--- config.mk ---
export PLATFORM = sky130hd
export DESIGN_NAME = gcd_stein_seq_flat
export DESIGN_NICKNAME = d
export VERILOG_FILES = /design/src/rtl/gcd_stein_seq_pkg.sv /design/src/rtl/gcd_stein_seq_if.sv /design/src/rtl/gcd_stein_seq_step.sv /design/src/rtl/gcd_stein_seq.sv /design/src/flat_wrapper.sv
export SDC_FILE = /design/constraint.sdc
export NUM_CORES = 1
export LEC_CHECK = 0
export BUFFER_PORTS_ARGS = -buffer_cell sky130_fd_sc_hd__buf_2
export CORE_UTILIZATION = 55
export DETAILED_ROUTE_END_ITERATION = 6
export PLACE_DENSITY = 0.84
export SYNTH_ARGS = -nofsm -noshare
export SYNTH_HDL_FRONTEND = slang
export SYNTH_SLANG_ARGS = --single-unit
--- constraint.sdc ---
create_clock -name clk -period 6.4 [get_ports clk]
set_clock_uncertainty 0.1 [all_clocks]
set_input_delay 0.64 -clock clk [delete_from_list [all_inputs] [get_ports clk]]
set_output_delay 0.64 -clock clk [all_outputs]
set_load 0.005 [all_outputs]
--- src/rtl/gcd_stein_seq_pkg.sv ---
// Shared types and sizing helpers for the binary (Stein) GCD engine.
// Optional feature macro used across this slice: GCD_CYCLE_COUNT_EN.
package gcd_pkg;

  typedef enum logic [1:0] {
    IDLE,
    NORM,
    REDUCE,
    DONE
  } gcd_state_t;

  // Worst-case edges from accept to out_valid rising for magnitude width m.
  function automatic int cycle_bound(input int m);
    return 5 * m + 3;
  endfunction

  // Width of the common power-of-two shift count k.
  function automatic int k_width(input int m);
    return $clog2(m + 1);
  endfunction

  // Width of the optional compute-cycle counter.
  function automatic int cnt_width(input int m);
    return $clog2(5 * m + 4);
  endfunction

endpackage

--- src/rtl/gcd_stein_seq_if.sv ---
// Operand and result valid/ready channels of the GCD engine.
// out_cycles is present only when GCD_CYCLE_COUNT_EN is defined.
interface gcd_stein_seq_if #(
  parameter int WIDTH = 8
);
  import gcd_pkg::*;

  localparam int M = WIDTH - 1;

  logic             in_valid;
  logic             in_ready;
  logic [WIDTH-1:0] in_p;
  logic [WIDTH-1:0] in_q;
  logic             out_valid;
  logic             out_ready;
  logic [WIDTH-1:0] out_gcd;

`ifdef GCD_CYCLE_COUNT_EN
  logic [cnt_width(M)-1:0] out_cycles;

  modport slave (
    input  in_valid, in_p, in_q, out_ready,
    output in_ready, out_valid, out_gcd, out_cycles
  );

  modport master (
    output in_valid, in_p, in_q, out_ready,
    input  in_ready, out_valid, out_gcd, out_cycles
  );
`else
  modport slave (
    input  in_valid, in_p, in_q, out_ready,
    output in_ready, out_valid, out_gcd
  );

  modport master (
    output in_valid, in_p, in_q, out_ready,
    input  in_ready, out_valid, out_gcd
  );
`endif

endinterface

--- src/rtl/gcd_stein_seq_step.sv ---
// One REDUCE step of Stein's algorithm: strip a factor of two from an even
// operand, otherwise subtract the smaller odd operand from the larger.
module gcd_step #(
  parameter int M = 7
) (
  input  logic [M-1:0] a,
  input  logic [M-1:0] b,
  output logic [M-1:0] a_nxt,
  output logic [M-1:0] b_nxt,
  output logic         zero_flag
);

  always_comb begin
    // NOTE: every output gets a default first so no path can leave a latch.
    zero_flag = (a == '0) || (b == '0);
    a_nxt     = a;
    b_nxt     = b;
    if (!zero_flag) begin
      if (!a[0]) begin
        a_nxt = a >> 1;
      end else if (!b[0]) begin
        b_nxt = b >> 1;
      end else if (a >= b) begin
        a_nxt = a - b;
      end else begin
        b_nxt = b - a;
      end
    end
  end

endmodule

--- src/rtl/gcd_stein_seq.sv ---
// Sequential binary GCD engine with valid/ready operand and result channels.
// Define GCD_CYCLE_COUNT_EN to add the out_cycles compute-cycle counter.
module gcd_stein_seq
  import gcd_pkg::*;
#(
  parameter int WIDTH = 8
) (
  input  logic            clk,
  input  logic            rst,
  gcd_stein_seq_if.slave  io
);

  localparam int M  = WIDTH - 1;
  localparam int KW = k_width(M);

  gcd_state_t       state_q, state_d;
  logic [M-1:0]     a_q, a_d;
  logic [M-1:0]     b_q, b_d;
  logic [KW-1:0]    k_q, k_d;
  logic [WIDTH-1:0] out_gcd_q, out_gcd_d;
  logic             out_valid_q, out_valid_d;

`ifdef GCD_CYCLE_COUNT_EN
  localparam int CW = cnt_width(M);
  logic [CW-1:0] cnt_q, cnt_d;
  logic [CW-1:0] out_cycles_q, out_cycles_d;
`endif

  logic [M-1:0] step_a, step_b;
  logic         step_zero;
  logic [M-1:0] gcd_mag;
  logic         unused_sign;

  gcd_step #(.M(M)) u_step (
    .a        (a_q),
    .b        (b_q),
    .a_nxt    (step_a),
    .b_nxt    (step_b),
    .zero_flag(step_zero)
  );

  // One operand is zero on entry to DONE, so the OR is the odd part of the GCD.
  assign gcd_mag     = (a_q | b_q) << k_q;
  assign unused_sign = io.in_p[WIDTH-1] ^ io.in_q[WIDTH-1];

  always_comb begin
    state_d     = state_q;
    a_d         = a_q;
    b_d         = b_q;
    k_d         = k_q;
    out_gcd_d   = out_gcd_q;
    out_valid_d = out_valid_q;
`ifdef GCD_CYCLE_COUNT_EN
    cnt_d        = cnt_q;
    out_cycles_d = out_cycles_q;
`endif

    case (state_q)
      IDLE: begin
        if (io.in_valid) begin
          a_d     = io.in_p[M-1:0];
          b_d     = io.in_q[M-1:0];
          k_d     = '0;
          state_d = NORM;
`ifdef GCD_CYCLE_COUNT_EN
          cnt_d   = '0;
`endif
        end
      end

      NORM: begin
`ifdef GCD_CYCLE_COUNT_EN
        cnt_d = cnt_q + CW'(1);
`endif
        if (step_zero) begin
          state_d = DONE;
        end else if (!a_q[0] && !b_q[0]) begin
          a_d = a_q >> 1;
          b_d = b_q >> 1;
          k_d = k_q + KW'(1);
        end else begin
          state_d = REDUCE;
        end
      end

      REDUCE: begin
`ifdef GCD_CYCLE_COUNT_EN
        cnt_d = cnt_q + CW'(1);
`endif
        if (step_zero) begin
          state_d = DONE;
        end else begin
          a_d = step_a;
          b_d = step_b;
        end
      end

      DONE: begin
        // First DONE cycle captures the result; it then holds until taken.
        if (!out_valid_q) begin
          out_gcd_d   = {1'b0, gcd_mag};
          out_valid_d = 1'b1;
`ifdef GCD_CYCLE_COUNT_EN
          out_cycles_d = cnt_q;
`endif
        end else if (io.out_ready) begin
          out_valid_d = 1'b0;
          state_d     = IDLE;
        end
      end

      default: state_d = IDLE;
    endcase
  end

  always_ff @(posedge clk) begin
    // NOTE: state updates use non-blocking assignments so every flop samples
    // pre-edge values regardless of statement order.
    if (!rst) begin
      state_q     <= IDLE;
      a_q         <= '0;
      b_q         <= '0;
      k_q         <= '0;
      out_gcd_q   <= '0;
      out_valid_q <= 1'b0;
`ifdef GCD_CYCLE_COUNT_EN
      cnt_q        <= '0;
      out_cycles_q <= '0;
`endif
    end else begin
      state_q     <= state_d;
      a_q         <= a_d;
      b_q         <= b_d;
      k_q         <= k_d;
      out_gcd_q   <= out_gcd_d;
      out_valid_q <= out_valid_d;
`ifdef GCD_CYCLE_COUNT_EN
      cnt_q        <= cnt_d;
      out_cycles_q <= out_cycles_d;
`endif
    end
  end

  assign io.in_ready  = (state_q == IDLE);
  assign io.out_valid = out_valid_q;
  assign io.out_gcd   = out_gcd_q;
`ifdef GCD_CYCLE_COUNT_EN
  assign io.out_cycles = out_cycles_q;
`endif

endmodule

--- src/flat_wrapper.sv ---
// flat-port wrapper written by rule: the top's interface ports become plain ports
module gcd_stein_seq_flat import gcd_pkg::*;
#(
  parameter int WIDTH = 8
)
  (clk, rst, io_in_valid, io_in_p, io_in_q, io_out_ready, io_in_ready, io_out_valid, io_out_gcd);
  gcd_stein_seq_if #(.WIDTH(WIDTH)) io_i ();
  input  logic clk;
  input  logic rst;
  input wire logic [$bits(io_i.in_valid)-1:0] io_in_valid;
  input wire logic [$bits(io_i.in_p)-1:0] io_in_p;
  input wire logic [$bits(io_i.in_q)-1:0] io_in_q;
  input wire logic [$bits(io_i.out_ready)-1:0] io_out_ready;
  output wire logic [$bits(io_i.in_ready)-1:0] io_in_ready;
  output wire logic [$bits(io_i.out_valid)-1:0] io_out_valid;
  output wire logic [$bits(io_i.out_gcd)-1:0] io_out_gcd;
  assign io_i.in_valid = io_in_valid;
  assign io_i.in_p = io_in_p;
  assign io_i.in_q = io_in_q;
  assign io_i.out_ready = io_out_ready;
  assign io_in_ready = io_i.in_ready;
  assign io_out_valid = io_i.out_valid;
  assign io_out_gcd = io_i.out_gcd;
  gcd_stein_seq #(.WIDTH(WIDTH)) u_core (.clk(clk), .rst(rst), .io(io_i));
endmodule
==> metrics.log <==
[metrics] Num CTS Buffers: 3
[metrics] CP Data Arrival Time: around 3.2 ns
[metrics] number of max-slew violations in the final report: 0
[metrics] minimum period implied by the final worst setup slack: 3.14 ns
[metrics] number of synthesized flops with an enable pin: 0
[metrics] placement row count: 23
[metrics] run status: complete, but fails checks
[metrics] input/output buffers: 26
[metrics] proportion of netlist area held by the largest area contributor: 0.222
[metrics] level count of the clock H-tree: 1
[metrics] number of antenna cells inserted: 0
[metrics] number of buffers added for setup after CTS: 0
[metrics] post-synthesis cell type with the largest combined area: dfxtp_1
[metrics] detailed placement HPWL: 4270 um
[metrics] fraction of registers with async set/reset: 0
[metrics] source-to-sink clock delay at the later pin of the worst-skew pair: between 0.2 and 0.3 ns
[metrics] via count of the first global-routing pass: between 1,500 and 2,000
[metrics] net count reported at finish: 364
[metrics] CP max FO: 12
[metrics] core outline area: 0.00412 mm^2
[metrics] cell-internal power: 707 uW
[metrics] sequential area share after synthesis: 0.222
[metrics] violations in the final reports: DRC
[metrics] RSZ-0062 raised after global routing: false
[metrics] sequential fraction of design power: 0.198
[metrics] Pre-Repair DR Iteration Count: 7
[metrics] synthesized area per cell: 8.11 um^2
[metrics] yosys synthesis warning count: 0
[metrics] initial cell density of the core: 0.593
[metrics] Setup crit start kind: flop
[metrics] switching power share of the total: 0.515
[metrics] GRT Total Usage: 0.256
[metrics] max_cap viols: 0
[metrics] Worst Path Class, Setup: flop to flop
[metrics] sum of overflow across all layers after global routing: 0
[metrics] count of final setup violators: 0
[metrics] DRC Markers: 5
[metrics] vias after detailed routing: approximately 2,300
[metrics] Max Clk Rate: between 300 and 400 MHz
[metrics] Crit. End Element: flop
[metrics] drt first-iter violations: around 170
[metrics] layout cells sized above 1: 0.133
[metrics] total wire length after detailed routing: about 5700 um
[metrics] TritonCTS clock tree: yes
[metrics] clock-pin slew on the worst setup and hold paths: ~0.11 ns
[metrics] total negative setup slack: 0 ns
[metrics] global-route wire length before repair: around 9200 um
[metrics] relative contribution of combinational cells to total power: 0.730
[metrics] I/O pin count: 30
[metrics] worst supply voltage drop on vdd: 0.374 mV
[metrics] most common cell in the synthesized netlist: inv_1
[metrics] distinct cell type count after synthesis: 58
[metrics] vertical die dimension: 68.6 um
[metrics] Max Root-Sink Buffers: 2
[metrics] final hold viol count: 0
[metrics] instance count of the mapped netlist: 301
[metrics] ratio of routed vias to standard cells: 6.23
[metrics] register bit count reported by yosys: 27
[metrics] clock sink total: 27
[metrics] most area-consuming cells after synthesis: dfxtp_1, ha_1, inv_1, a21oi_1, nand2_1
[metrics] number of filler instances in the final layout: between 300 and 400
[metrics] clk root buf: clkbuf_8
[metrics] portion of total power attributed to the clock network: 0.072
[metrics] number of hold-repair buffers added at the cts stage: 0
[metrics] total die area: 0.00471 mm^2
[metrics] switching power of the nets: 752 uW
[metrics] actual transition at the worst max-transition pin: 0.893 ns
[metrics] Area growth, synth to finish: 6.82%
[metrics] pwr dens: 560 mW/mm^2
[metrics] DRT antenna net count: 0
[metrics] antenna violations before repair: 0
[metrics] Final Instance Count excl. Fillers: 365
[metrics] largest net degree at the start of global routing: 33
[metrics] post-placement cell count: 361
[metrics] die span in x: roughly 69 um
[metrics] Main synth FF type: dfxtp_1
[metrics] Min-Delay Path Class: flop to flop
[metrics] slew margin rel.: 0.399
[metrics] final critical-path share of the clock period: 0.491
[metrics] required time of the worst setup path: 6.48 ns
[metrics] most frequent cells after synthesis: inv_1, dfxtp_1, ha_1, nand2_1
[metrics] last weighted congestion value of the routability-driven placer: 0.867
[metrics] leak pwr: 0.00112 uW
[metrics] summed instance area of the synthesized netlist: 0.00244 mm^2
[metrics] syn nets: 349
[metrics] CTS resizes: 0
[metrics] wire length per cell after detailed routing: between 15 and 20 um
through the flow:
stage / instance area [um^2] / hold slack (ns) / util / setup WS (ns) / total power (uW)
finish: 2610 / 0.402 / 0.633 / 3.26 / 1460
floorplan: 2440 / 0.371 / - / 3.83 / 1140
CTS: 2610 / 0.405 / 0.633 / 3.33 / 1440
detailed placement: 2560 / 0.378 / 0.621 / 3.35 / 1330
global route: 2610 / 0.464 / 0.633 / 2.92 / 1590
global placement: 2560 / 0.367 / 0.621 / 3.42 / 1300
power groups by stage:
stage	clock network, uW	registers [uW]	logic, uW
floorplan	0	266	870
finish	105	289	1070
detailed placement	0	291	1040
global placement	0	291	1010
global route	111	297	1180
CTS	107	286	1050
registers in the layout, indices dropped and copies added, names as in the netlist:
signal and count:
u_core.a_q 7, u_core.state_q 2, u_core.k_q 3, u_core.io.out_gcd 7
u_core.io.out_valid 1, u_core.b_q 7
cells in the final DEF (no fill, tap or decap), types with 5 or more instances in the layout:
master    netlist  layout
a211oi_1        5       5
a21oi_1        21      21
a222oi_1        5       5
a22oi_1         5       5
buf_2           3      26
dfxtp_1        27      27
ha_1           26      26
inv_1          30      30
nand2_1        22      22
nand2b_1        6       6
nand3_1         5       5
nor2_1         21      21
nor2b_1        12      12
nor3_1          8       8
o211a_1         8       8
o21ai_0        11      11
xnor2_1         5       5
layer usage:
metal,global-route usage,up-vias,wire (um)
met5,0,-,0
met4,0.0781,0,93
met3,0.0493,13,304
met2,0.426,82,2720
met1,0.331,1062,2590
li1,-,1117,-
critical path: stages (launching register included):
cell and delay [ns]:
dfxtp_1 0.43, inv_1 0.11, ha_1 0.43, nand2b_1 0.22, a211oi_1 0.69, o311ai_2 0.18
a31oi_2 0.54, o211ai_1 0.17, o211a_1 0.16
final cells by class:
cell class,count,area (um^2),area share
clock buffers,3,41.3,0.0158
clock inverters,1,7.51,0.00288
inverters,30,113,0.0432
multi-input cells,228,1710,0.657
flip-flops and latches,27,541,0.207
well taps,50,62.6,0.0240
repair buffers,26,130,0.0499
path summary, 6_finish.rpt:
check / slack [ns] / depth (start not counted) / to / startpoint
max: 3.26 / 8 / u_core.a_q[3] / u_core.a_q[4]
min: 0.40 / 1 / u_core.io.out_valid / u_core.io.out_valid
max reg2reg: 3.26 / 8 / u_core.a_q[3] / u_core.a_q[4]
min reg2reg: 0.40 / 1 / u_core.io.out_valid / u_core.io.out_valid
logic make-up (layout without fill, tap and decap cells):
logic type / count (synthesis) / in the layout / synth area share
xor gates and xnor gates: 7 / 7 / 0.0251
muxes: 8 / 8 / 0.0487
and+or+nand+nor: 94 / 94 / 0.201
DFF: 27 / 27 / 0.222
other: 1 / 1 / 0.00154
adders and majority gates: 28 / 28 / 0.150
AOI/OAI and AO/OA: 90 / 90 / 0.276
buffers and inverters: 46 / 60 / 0.0769
Power figures use the tool's default switching activity.
